<file path="config.mk">
export PLATFORM = sky130hd
export DESIGN_NAME = main_control_fsm
export DESIGN_NICKNAME = d
export VERILOG_FILES = /design/src/rtl/main_control_fsm.sv
export SDC_FILE = /design/constraint.sdc
export NUM_CORES = 1
export LEC_CHECK = 0
export CORE_MARGIN = 3
export CORE_UTILIZATION = 40
export DETAILED_ROUTE_END_ITERATION = 16
export GPL_TIMING_DRIVEN = 0
export MAX_ROUTING_LAYER = met4
export PLACE_DENSITY = 0.89
export SLEW_MARGIN = 20
export SYNTH_ARGS = -nofsm -noshare
export SYNTH_HDL_FRONTEND = slang
export SYNTH_SLANG_ARGS = --single-unit
export TNS_END_PERCENT = 5
</file>
<file path="constraint.sdc">
create_clock -name clock -period 2.6 [get_ports clock]
set_clock_uncertainty 0.05 [all_clocks]
set_input_delay 0.65 -clock clock [delete_from_list [all_inputs] [get_ports clock]]
set_output_delay 0.65 -clock clock [all_outputs]
set_load 0.005 [all_outputs]
</file>
<file path="src/rtl/main_control_fsm.sv">
// Multicycle main control unit: decodes the IR opcode and sequences
// fetch/decode/execute/memory/writeback, driving all datapath enables.
module main_control_fsm (
  input  logic       clock,
  input  logic       reset,
  input  logic [5:0] opcode,
  input  logic       mem_ready,
  output logic       PCWrite,
  output logic       PCWriteCond,
  output logic       IorD,
  output logic       MemRead,
  output logic       MemWrite,
  output logic       IRWrite,
  output logic       MemtoReg,
  output logic       RegDst,
  output logic       RegWrite,
  output logic       ALUSrcA,
  output logic [1:0] ALUSrcB,
  output logic [1:0] ALUOp,
  output logic [1:0] PCSource,
  output logic       illegal,
  output logic [3:0] state
);

  localparam logic [5:0] OP_RTYPE = 6'b000000;
  localparam logic [5:0] OP_LW    = 6'b100011;
  localparam logic [5:0] OP_SW    = 6'b101011;
  localparam logic [5:0] OP_BEQ   = 6'b000100;
  localparam logic [5:0] OP_J     = 6'b000010;
  localparam logic [5:0] OP_ADDI  = 6'b001000;

  typedef enum logic [3:0] {
    S_IDLE   = 4'd0,
    S_FETCH  = 4'd1,
    S_DECODE = 4'd2,
    S_MEMADR = 4'd3,
    S_MEMRD  = 4'd4,
    S_MEMWB  = 4'd5,
    S_MEMWR  = 4'd6,
    S_REXE   = 4'd7,
    S_RWB    = 4'd8,
    S_BEQ    = 4'd9,
    S_JMP    = 4'd10,
    S_AEXE   = 4'd11,
    S_AWB    = 4'd12
  } state_t;

  state_t state_q, state_d;

  always_ff @(posedge clock or posedge reset) begin
    if (reset) state_q <= S_IDLE;
    else       state_q <= state_d;
  end

  assign state = state_q;

  always_comb begin
    state_d     = S_IDLE;
    PCWrite     = 1'b0;
    PCWriteCond = 1'b0;
    IorD        = 1'b0;
    MemRead     = 1'b0;
    MemWrite    = 1'b0;
    IRWrite     = 1'b0;
    MemtoReg    = 1'b0;
    RegDst      = 1'b0;
    RegWrite    = 1'b0;
    ALUSrcA     = 1'b0;
    ALUSrcB     = 2'b00;
    ALUOp       = 2'b00;
    PCSource    = 2'b00;
    illegal     = 1'b0;
    case (state_q)
      S_IDLE: state_d = S_FETCH;
      S_FETCH: begin
        // PC step and IR load only commit on the cycle memory delivers the word
        MemRead = 1'b1;
        ALUSrcB = 2'b01;
        IRWrite = mem_ready;
        PCWrite = mem_ready;
        state_d = mem_ready ? S_DECODE : S_FETCH;
      end
      S_DECODE: begin
        ALUSrcB = 2'b10;
        case (opcode)
          OP_LW, OP_SW: state_d = S_MEMADR;
          OP_RTYPE:     state_d = S_REXE;
          OP_BEQ:       state_d = S_BEQ;
          OP_J:         state_d = S_JMP;
          OP_ADDI:      state_d = S_AEXE;
          default: begin
            illegal = 1'b1;
            state_d = S_FETCH;
          end
        endcase
      end
      S_MEMADR: begin
        ALUSrcA = 1'b1;
        ALUSrcB = 2'b10;
        if (opcode == OP_SW)      state_d = S_MEMWR;
        else if (opcode == OP_LW) state_d = S_MEMRD;
        else                      state_d = S_FETCH;
      end
      S_MEMRD: begin
        MemRead = 1'b1;
        IorD    = 1'b1;
        state_d = mem_ready ? S_MEMWB : S_MEMRD;
      end
      S_MEMWB: begin
        RegWrite = 1'b1;
        MemtoReg = 1'b1;
        state_d  = S_FETCH;
      end
      S_MEMWR: begin
        MemWrite = 1'b1;
        IorD     = 1'b1;
        state_d  = mem_ready ? S_FETCH : S_MEMWR;
      end
      S_REXE: begin
        ALUSrcA = 1'b1;
        ALUOp   = 2'b10;
        state_d = S_RWB;
      end
      S_RWB: begin
        RegWrite = 1'b1;
        RegDst   = 1'b1;
        state_d  = S_FETCH;
      end
      S_BEQ: begin
        ALUSrcA     = 1'b1;
        ALUOp       = 2'b01;
        PCWriteCond = 1'b1;
        PCSource    = 2'b01;
        state_d     = S_FETCH;
      end
      S_JMP: begin
        PCWrite  = 1'b1;
        PCSource = 2'b10;
        state_d  = S_FETCH;
      end
      S_AEXE: begin
        ALUSrcA = 1'b1;
        ALUSrcB = 2'b10;
        state_d = S_AWB;
      end
      S_AWB: begin
        RegWrite = 1'b1;
        state_d  = S_FETCH;
      end
      default: state_d = S_IDLE;
    endcase
  end

endmodule

</file>
* After elaboration in Yosys (flattened, before gate mapping) *
Index checks and enable logic that the tools add are counted.

word-level totals
  register bits = 4
  input port bits = 9
  output and inout bits = 21
  logic and storage cells = 50

cells by class
  equal/unequal tests = 17
  multiplexer cells = 22
  reductions and logical operators = 10

operators with widths
  operator                                                         number
  4-bit case mux with 8 select lines                               1
  4-bit == test, second input constant                             5
  4-bit case mux with 5 select lines                               1
  4-bit by 3-bit == test with 1-bit output, second input constant  4
  6-bit == test, second input constant                             2
  1-bit 2-to-1 mux                                                 12
  2-bit case mux with 2 select lines                               3
  6-bit OR reduction                                               2
  3-bit 2-to-1 mux                                                 3
  4-bit by 2-bit == test with 1-bit output, second input constant  2
  6-bit by 2-bit == test with 1-bit output, second input constant  1
  6-bit by 3-bit == test with 1-bit output, second input constant  1
  6-bit by 4-bit == test with 1-bit output, second input constant  1
  6-bit logical NOT                                                1
  2-bit OR reduction                                               3
  3-bit OR reduction                                               2
  4-bit by 1-bit == test with 1-bit output, second input constant  1
  4-bit logical NOT                                                1
  4-bit OR reduction                                               1
  2-bit 2-to-1 mux                                                 1
  1-bit case mux with 2 select lines                               1

* Depth between registers and ports, before layout *
Gate-level depths: netlist of run 1.

  word-level depth = 4
  mapped depth = 4
  gate-level depth less buffers = 3

* Least setup slack after synthesis of run 1 *
OpenSTA, ideal clock, no wires.

  path type = input -> output
  start point = input port opcode[0]
  end point = output port illegal
  data arrival time = 1295 ps
  required time = 1900 ps
  path slack = 605 ps
  cell stages on the path = 3
  buffers on the path = 0
  cell sequence = or2_2 -> nand3b_1 -> and4b_1

on the way
  longest elaborated chain between the ends = 4
  elaborated cells between the ends (all ways) = 9
  classes of those cells = eq/ne (5); mux (2); reduce/logical (2)

RTL lines
  what                                         line  text
  start, declared                              6     input logic [5:0] opcode,
  6-bit == test, or another cell as far along  85    case (opcode)
  6-bit OR reduction (no line) *               --
  1-bit 2-to-1 mux *                           85
  1-bit 2-to-1 mux *                           73    case (state_q)
  end, declared                                21    output logic illegal,

Every way passes the cells marked *; elsewhere a longest branch is shown, timed or not.

* Worst setup path in the final report of run 1 *
Same ends and word-level chain as after synthesis.

==> results of run 1 <==
[cell families after synthesis]
| family | share of synthesized area [%] |
|---|---|
| AOI/OAI and AO/OA | 27.21 |
| and+or+nand+nor | 42.40 |
| xor gates and xnor gates | 4.763 |
| DFF | 18.14 |
| buffers and inverters | 7.481 |
[metal layers]
| metal | vias to the layer above | track usage (%) | wire, microns |
|---|---|---|---|
| li1 | 351 | - | - |
| met1 | 316 | 24.38 | 773 |
| met2 | 35 | 34.22 | 862 |
| met3 | 5 | 4.237 | 101 |
| met4 | 0 | 12.05 | 42 |
| met5 | - | - | 0 |
[final timing paths]
check	slack, ps	end	from	depth (start not counted)
worst max register to register	1280	state[0]$_DFF_PP0_	state[2]$_DFF_PP0_	4
worst min-delay path	550	state[2]$_DFF_PP0_	reset	2
max in group asynchronous	1780	state[0]$_DFF_PP0_	reset	2
worst max-delay path	90	illegal	opcode[0]	5
worst min register to register	660	state[1]$_DFF_PP0_	state[3]$_DFF_PP0_	2
min in group clock	660	state[1]$_DFF_PP0_	state[3]$_DFF_PP0_	2
[power by group through the flow]
stage | logic (mW) | registers [mW] | clock network (mW)
after floorplan | 0.189 | 0.0988 | 0
after global placement | 0.355 | 0.104 | 0
after detailed placement | 0.363 | 0.104 | 0
after CTS | 0.356 | 0.104 | 0.0808
after global routing | 0.404 | 0.111 | 0.0945
final | 0.370 | 0.107 | 0.0768
[synth_stat cells]
library cell,number
buf_2,3
or4_1,1
a41o_1,1
nand2b_1,4
a31oi_1,1
buf_4,2
o21ai_0,1
and4b_1,1
o221ai_1,1
nor3_1,5
or2_2,4
nor2_1,11
dfrtp_1,4
a211o_1,1
and2b_1,1
nor4bb_1,2
or3_1,1
o41ai_2,1
and3_1,2
inv_1,3
o22ai_1,1
nand2b_2,1
o211ai_1,4
xnor2_1,1
nand2_1,6
nand3b_1,2
o21ai_1,1
or2b_1,1
a21oi_1,6
o21a_1,1
a2111oi_0,1
xor2_1,2
a21o_1,1
[stage by stage]
step           setup slack (ps)  setup TNS (ps)
2_1_floorplan             605.1               0
3_3_place_gp             -405.1          -873.9
3_5_place_dp             -427.3          -988.0
4_1_cts                   16.26               0
5_1_grt                  -9.594          -9.594
6_report                  92.23               0
[layout make-up]
class	count	area (sq um)	area share (%)
buffer	5	36.28	3.989
inverter	3	11.26	1.238
tap	14	17.52	1.926
clock buffer	3	22.52	2.476
sequential	4	102.6	11.28
timing repair buffer	30	282.8	31.09
multi-input combinational	66	436.7	48.01
[worst reg2reg max path, delay by kind of cell (launching register included)]
| kind | cells | cell delay [ps] |
|---|---|---|
| AOI/OAI and AO/OA | 2 | 320 |
| buffers and inverters | 1 | 150 |
| DFF | 1 | 410 |
| and+or+nand+nor | 1 | 290 |
[repair_timing]
item	4_1_cts	5_1_grt
gates cloned	0	0
endpoints found under the hold margin	0	0
resized for setup	13	9
pin swaps	1	0
setup buffers	0	1
setup endpoints to repair	3	5
==> impl_results.md, run 1 <==
- Diodes inserted: 0
- Synth warnings: 0
- Gpl congestion: 0.8675
- Clock power frac: 13.9%
- Crit-path max FO: 4
- Top cell type's share of synthesized area: 18.14%
- Flip-flop count of the largest register after layout: 4
- Status: finished clean
- Skew-Pair Late Insertion Delay: 240 ps
- Lkg Pwr: 0.3741 nW
- Final wirelength: 1780 microns
- Drt pass-1 iters: 4
- First-pass GRT wire length: 2898 microns
- Internal Power: 0.3283 mW
- Post-layout util: 75.73%
- WP data required: 1900 ps
- Yosys cell types: 33
- Yosys reg bits: 4
- Family with the most delay on the worst path: simple AND/OR/NAND/NOR gates
- Final setup viols: 0
- Core area: 1201 sq um
- Commonest non-fill, non-tap cell in the layout: clkdlybuf4s50_1
- Gr ovfl total: 0
- Std-Cell Rows: 12
- CTS tree: yes
- Fin. max-slew vios: 0
- Fin crit share: 96.45%
- CP dominant cell by count: dlygate4sd2_1
- Seq pwr share: 19.3%
- Final antenna-violating net count: 0
- Die Ht: 43.14 microns
- Post-Syn Nets: 87
- Pin count of the biggest net entering global routing: 11
- I/O Buffers: 29
- Most frequent cells in the layout: clkdlybuf4s50_1, nor2_1, dlygate4sd2_1
- Slew @ Worst Pin: 372.0 ps
- Crit. End Element: output pin
- CP bufs+invs: 2
- P per Cell Area: 609.0 nW/um^2
- Dpl cell area: 859.6 sq um
- Root buf cell: clkbuf_4
- CP max stage delay: 270 ps
- # nets final: 122
- Worst-case clock buffer depth: 2
- Post-Syn Area: 551.8 sq um
- Synth-to-Final Area Change: 64.85%
- Finished layout cell area: 909.6 sq um
- Largest area contributor in the netlist: dfrtp_1
- Initial drt markers: 9
- Num CTS Buffers: 3
- Critical Path Source Type: input pin
- Mean area per synthesized cell: 7.074 sq um
- WL per Instance: 14.24 microns
- Cell Count, Final, Fillers Out: 125
- Clock Sinks: 4
- DP HPWL: 1363 microns
- Worst path arrival time: 1810 ps
- Vias per cell: 5.656
- Worst-path cell with the longest stage delay: dlygate4sd2_1
- Net Sw Power: 0.2256 mW
- Top post-synthesis cells by area: dfrtp_1, nor2_1, a21oi_1, o211ai_1, nand2b_1
- H-tree Lvls: 1
- Fraction of layout cells with a size suffix above 1: 20.72%
- Hold buffer count at cts: 0
- HP Class: in -> async
- Cells after synthesis: 78
- Effective utilization at floorplan: 45.94%
- IO Count: 30
- Slew headroom: 74.56%
- Final Critical Period: 2508 ps
- Hold WS: 545.3 ps
- CTS clk-pin slew, worst paths: 40 ps
- DIE AREA: 1861 sq um
- Max-capacitance violation count: 0
- DRC viols: 0
- Logic pwr share: 66.9%
- Vias: 707
- DP Cell Count: 121
- Layout fillers: 104
- Initial antenna violation count: 0
- Final Power: 0.5539 mW
- Final Hold Vio Count: 0
- Total Routing Usage GR: 21.35%
- Fmax: 0.3988 GHz
- CP cell instances: dlygate4sd2_1 > or2_4 > nand3b_1 > and4b_1 > dlygate4sd2_1
- WS Path Type: in -> out
- Seq/Total Area, Yosys: 18.14%
- Vias in the first global route: 648
- Max VDD drop: 0.0005119 V
- Sw frac: 40.73%
- Die width: 43.14 microns
(Power assumes the default switching activity.)
==> run 2: changes to the inputs <==
Settings changed: CORE_AREA set to 3 3 40 42, CORE_MARGIN 3 to not set, CORE_UTILIZATION 40 to not set, CTS_CLUSTER_DIAMETER set to 100, DIE_AREA set to 0 0 43 45, DONT_BUFFER_PORTS set to 1, PLACE_DENSITY 0.89 to 0.63.
==> impl_results.md, run 2 (same netlist as run 1, synthesis figures left out) <==
- Slew @ Worst Pin: 395.2 ps (+23.27 ps)
- CP startpoint: state[2]$_DFF_PP0_
- Cts repair resizes: 0 (-13)
- Num CTS Buffers: 3 (unchanged)
- Gr ovfl total: 0 (unchanged)
- Slew headroom: 72.97% (-1.6 points)
- Final Critical Period: 2170 ps (-337.9 ps)
- WS Path Type: reg -> out
- Vias in the first global route: 513 (-21%)
- Crit. End Element: output pin
- Fin crit share: 83.46% (-13 points)
- R2R cell count: 4 (unchanged)
- Critical Path Source Type: flip-flop
- First-pass GRT wire length: 2297 microns (-21%)
- Diodes inserted: 0 (unchanged)
- WP data required: 1900 ps (about the same)
- FF/Latch Area: 100.1 sq um (-2.4%)
- Drt pass-1 iters: 4 (unchanged)
- Skew-Pair Late Insertion Delay: 230 ps (about the same)
- Layout fillers: 144 (+38%)
- DIE AREA: 1935 sq um (+4.0%)
- Total Routing Usage GR: 15.97% (-5.4 points)
- Setup slack, reg-to-reg: 1160 ps (-120 ps)
- Die Ht: 45 microns (+4.3%)
- Lkg Pwr: 0.2444 nW (-35%)
- CTS tree: yes
- Multi-input logic area: 410.4 sq um (-6.0%)
- Finished layout cell area: 593.1 sq um (-35%)
- Flip-flop count of the largest register after layout: 4 (unchanged)
- Status: finished clean
- Final setup viols: 0 (unchanged)
- Pin count of the biggest net entering global routing: 11 (unchanged)
- CP cell instances: buf_4 > nand2b_1 > nor2_1 > buf_4
- Worst-path cell with the longest stage delay: dfrtp_1
- Final antenna-violating net count: 0 (unchanged)
- Vias: 588 (-17%)
- CP dominant cell by count: buf_4
- Clock Sinks: 4 (unchanged)
- Initial antenna violation count: 0 (unchanged)
- Reg2reg end: state[1]$_DFF_PP0_
- P per Cell Area: 693.9 nW/um^2 (+14%)
- Hold buffer count at cts: 0 (unchanged)
- CP bufs+invs: 2 (unchanged)
- Vias per cell: 6.125 (+8.3%)
- Root buf cell: clkbuf_4
- Max VDD drop: 0.0003779 V (-26%)
- H-tree Lvls: 1 (unchanged)
- Family with the most delay on the worst path: simple AND/OR/NAND/NOR gates
- Worst-case clock buffer depth: 2 (unchanged)
- CP max stage delay: 430 ps (+160 ps)
- DP HPWL: 1106 microns (-19%)
- Effective utilization at floorplan: 42.94% (-3.0 points)
- CTS clk-pin slew, worst paths: 40 ps (about the same)
- Fin. max-slew vios: 0 (unchanged)
- IO Count: 30 (unchanged)
- Dpl cell area: 570.5 sq um (-34%)
- Crit-path max FO: 10 (+6)
- Std-Cell Rows: 13 (+1)
- DRC viols: 0 (unchanged)
- # nets final: 92 (-25%)
- Die width: 43 microns (-0.32%)
- Core area: 1285 sq um (+7.0%)
- Post-CTS setup buffer count: 0 (unchanged)
- Hold WS: 135.9 ps (-409.4 ps)
- Fraction of layout cells with a size suffix above 1: 17.28% (-3.4 points)
- Setup TNS: 0 ps (unchanged)
- Worst path arrival time: 1470 ps (-340 ps)
- Initial drt markers: 8 (-1)
- HP Class: in -> async
- Fmax: 0.4609 GHz (+16%)
- Most frequent cells in the layout: nor2_1, nand2_1, a21oi_1
- WL per Instance: 15.55 microns (+9.2%)
- Final wirelength: 1493 microns (-16%)
- I/O Buffers: 0 (-100%)
- Final Hold Vio Count: 0 (unchanged)
- R2R Path Start: state[0]$_DFF_PP0_
- Max-capacitance violation count: 0 (unchanged)
- Commonest non-fill, non-tap cell in the layout: nor2_1
- RSZ-0062 raised after global routing: no
- Synth-to-Final Area Change: 7.483%
- Gpl congestion: 0.7972 (-8.1%)
run 2: layer usage:
metal  vias to the layer above  track usage [%]  share of wire, %
met3                         0            7.570                10
met1                       268            20.53                45
met4                         0            1.807                 0
met2                        26            23.65                45
met5                         -                -                 0
li1                        294                -                 -
run 2: report_power, final:
part,switching (mW),total [mW],internal [mW]
Sequential,0.0330,0.110,0.0768
Clock,0.0229,0.0744,0.0515
Combinational,0.136,0.227,0.0911
run 2: how the worst max path moves through the flow:
stage                to  slack, ps  cells after the start
5_1_grt        ALUOp[0]        280                      4
2_1_floorplan   illegal        610                      3
3_5_place_dp    illegal        580                      3
4_1_cts        ALUOp[0]        430                      4
6_report       ALUOp[0]        430                      4
3_3_place_gp    illegal        570                      3
run 2: cell type report:
| class | instances | area share, % |
|---|---|---|
| plain buffers | 5 | 5.063 |
| clock buffers | 3 | 3.797 |
| inverters | 3 | 1.899 |
| multi-input cells | 66 | 69.20 |
| flip-flops and latches | 4 | 16.88 |
| well taps | 15 | 3.165 |
run 2: through the flow:
| stage | setup slack, ps | utilization, % | power, mW | instances |
|---|---|---|---|---|
| 2_1_floorplan | 605.1 | - | 0.2883 | 78 |
| 6_report | 430.1 | 46.15 | 0.4115 | 96 |
| 3_5_place_dp | 575.8 | 44.40 | 0.3344 | 93 |
| 5_1_grt | 284.0 | 46.15 | 0.4561 | 96 |
| 3_3_place_gp | 574.6 | 44.40 | 0.3333 | 93 |
| 4_1_cts | 432.1 | 46.15 | 0.4135 | 96 |
==> run 3: changes to the inputs <==
Clock period 2.6 ns to 2.18 ns, I/O delays scaled along.
==> impl_results.md, run 3 (same netlist as run 1, synthesis figures left out) <==
- Status: finished clean
- Skew-Pair Late Insertion Delay: 230 ps (about the same)
- Setup slack, reg-to-reg: 780 ps (-380 ps)
- Clock power frac: 17.9% (-0.2 points)
- Initial antenna violation count: 0 (unchanged)
- Fin crit share: 94.43%
- Sw frac: 46.06% (-0.65 points)
- Num CTS Buffers: 3 (unchanged)
- DIE AREA: 1935 sq um (unchanged)
- Vias: 585 (-0.51%)
- DP Cell Count: 93 (unchanged)
- CTS clk-pin slew, worst paths: 40 ps (about the same)
- Root buf cell: clkbuf_4
- Final antenna-violating net count: 0 (unchanged)
- Max VDD drop: 0.0004798 V (+27%)
- Die Ht: 45 microns (unchanged)
- Internal Power: 0.2679 mW (+22%)
- Synth-to-Final Area Change: 8.163%
- First-pass GRT wire length: 2297 microns (unchanged)
- Total Routing Usage GR: 15.97% (unchanged)
- IO Count: 30 (unchanged)
- Worst setup margin: 121.3 ps (-308.8 ps)
- HP Class: in -> async
- Final setup viols: 0 (unchanged)
- Final Hold Vio Count: 0 (unchanged)
- Effective utilization at floorplan: 42.94% (unchanged)
- WL per Instance: 15.44 microns (-0.74%)
- Pin count of the biggest net entering global routing: 11 (unchanged)
- Fmax: 0.4858 GHz
- Fraction of layout cells with a size suffix above 1: 18.52% (+1.2 points)
- WS Path Type: reg -> out
- Slew headroom: 72.97% (unchanged)
- Crit. End Element: output pin
- Critical Path Source Type: flip-flop
- Hold buffer count at cts: 0 (unchanged)
- Die width: 43 microns (unchanged)
- P per Cell Area: 832.3 nW/um^2 (+20%)
- Flip-flop count of the largest register after layout: 4 (unchanged)
- Slew @ Worst Pin: 395.2 ps (unchanged)
- Drt pass-1 iters: 4 (unchanged)
- I/O Buffers: 0 (unchanged)
- Initial drt markers: 10 (+2)
- Core area: 1285 sq um (unchanged)
- Lkg Pwr: 0.2446 nW (about the same)
- Finished layout cell area: 596.8 sq um (+0.63%)
- Net Sw Power: 0.2288 mW (+19%)
- Gpl congestion: 0.7972 (unchanged)
- DRC viols: 0 (unchanged)
- # nets final: 92 (unchanged)
- Std-Cell Rows: 13 (unchanged)
- H-tree Lvls: 1 (unchanged)
- Final Critical Period: 2059 ps
- Post-CTS setup buffer count: 0 (unchanged)
- Commonest non-fill, non-tap cell in the layout: nor2_1
- Worst path arrival time: 1460 ps (about the same)
- Hold WS: 30.77 ps (-105.1 ps)
- Seq pwr share: 26.6% (about the same)
- Max-capacitance violation count: 0 (unchanged)
- DP HPWL: 1106 microns (unchanged)
- WP data required: 1580 ps (-320 ps)
- Diodes inserted: 0 (unchanged)
- Pre-CTS WS: 365.8 ps (-210.0 ps)
- Final wirelength: 1482 microns (-0.74%)
- Clock Sinks: 4 (unchanged)
- Most frequent cells in the layout: nor2_1, nand2_1, a21oi_1
- CTS tree: yes
- Gr ovfl total: 0 (unchanged)
- Fin. max-slew vios: 0 (unchanged)
- Worst-case clock buffer depth: 2 (unchanged)
- Cell Count, Final, Fillers Out: 96 (unchanged)
- Crit-path max FO: 10 (unchanged)
- Dpl cell area: 570.5 sq um (unchanged)
- Setup TNS: 0 ps (unchanged)
- RSZ-0062 raised after global routing: no
- Vias per cell: 6.094 (-0.51%)
- Vias in the first global route: 513 (unchanged)
- Logic pwr share: 55.6% (+0.4 points)
-- run 3: changes by cell type in the layout (fill, tap and decap cells not counted), sizes merged --
cell,previous run,this run
buf,5,4
clkbuf,3,4
-- run 3: power by group through the flow --
stage | logic [mW] | registers, mW | clock network [mW]
3_3_place_gp | 0.267 | 0.131 | 0
4_1_cts | 0.270 | 0.131 | 0.0927
2_1_floorplan | 0.226 | 0.118 | 0
6_report | 0.276 | 0.132 | 0.0887
5_1_grt | 0.309 | 0.141 | 0.102
3_5_place_dp | 0.268 | 0.131 | 0
-- run 3: per-stage QoR --
| stage | total power, mW | utilization (%) |
|---|---|---|
| after CTS | 0.4932 | 46.15 |
| after global placement | 0.3976 | 44.40 |
| after global routing | 0.5508 | 46.45 |
| after detailed placement | 0.3988 | 44.40 |
| after floorplan | 0.3438 | - |
| final | 0.4967 | 46.45 |
-- run 3: per-layer routing --
layer	global-route usage (%)	up-vias	share of wire [%]
li1	-	292	-
met1	20.53	263	44
met2	23.65	30	44
met3	7.570	0	11
met4	1.807	0	0
met5	-	-	0
-- run 3: area by class of cell --
class                      instances  area [sq um]
inverter                           3         11.26
sequential                         4         101.3
buffer                             5         32.53
tap                               15         18.77
multi-input combinational         66         410.4
fill                             144         688.2
clock buffer                       3         22.52
-- run 3: worst paths after layout --
kind                                    start                 end  depth (start not counted)
setup / recovery           state[2]$_DFF_PP0_            ALUOp[0]                          4
min in group clock                  opcode[4]  state[3]$_DFF_PP0_                          1
max in group asynchronous               reset  state[0]$_DFF_PP0_                          1
hold / removal                          reset  state[1]$_DFF_PP0_                          1
hold reg to reg            state[3]$_DFF_PP0_  state[1]$_DFF_PP0_                          2
setup reg to reg           state[0]$_DFF_PP0_  state[1]$_DFF_PP0_                          4
-- run 3: timing repair --
| item | in CTS | in global routing |
|---|---|---|
| endpoints found under the hold margin | 0 | 0 |
| resized for setup | 0 | 2 |
| endpoints found under the setup margin | 0 | 1 |
-- run 3: critical path: stages, from the launching register on --
cell,delay (ps)
dfrtp_1,430
buf_4,200
nand2b_1,250
nor2_1,210
buf_4,140
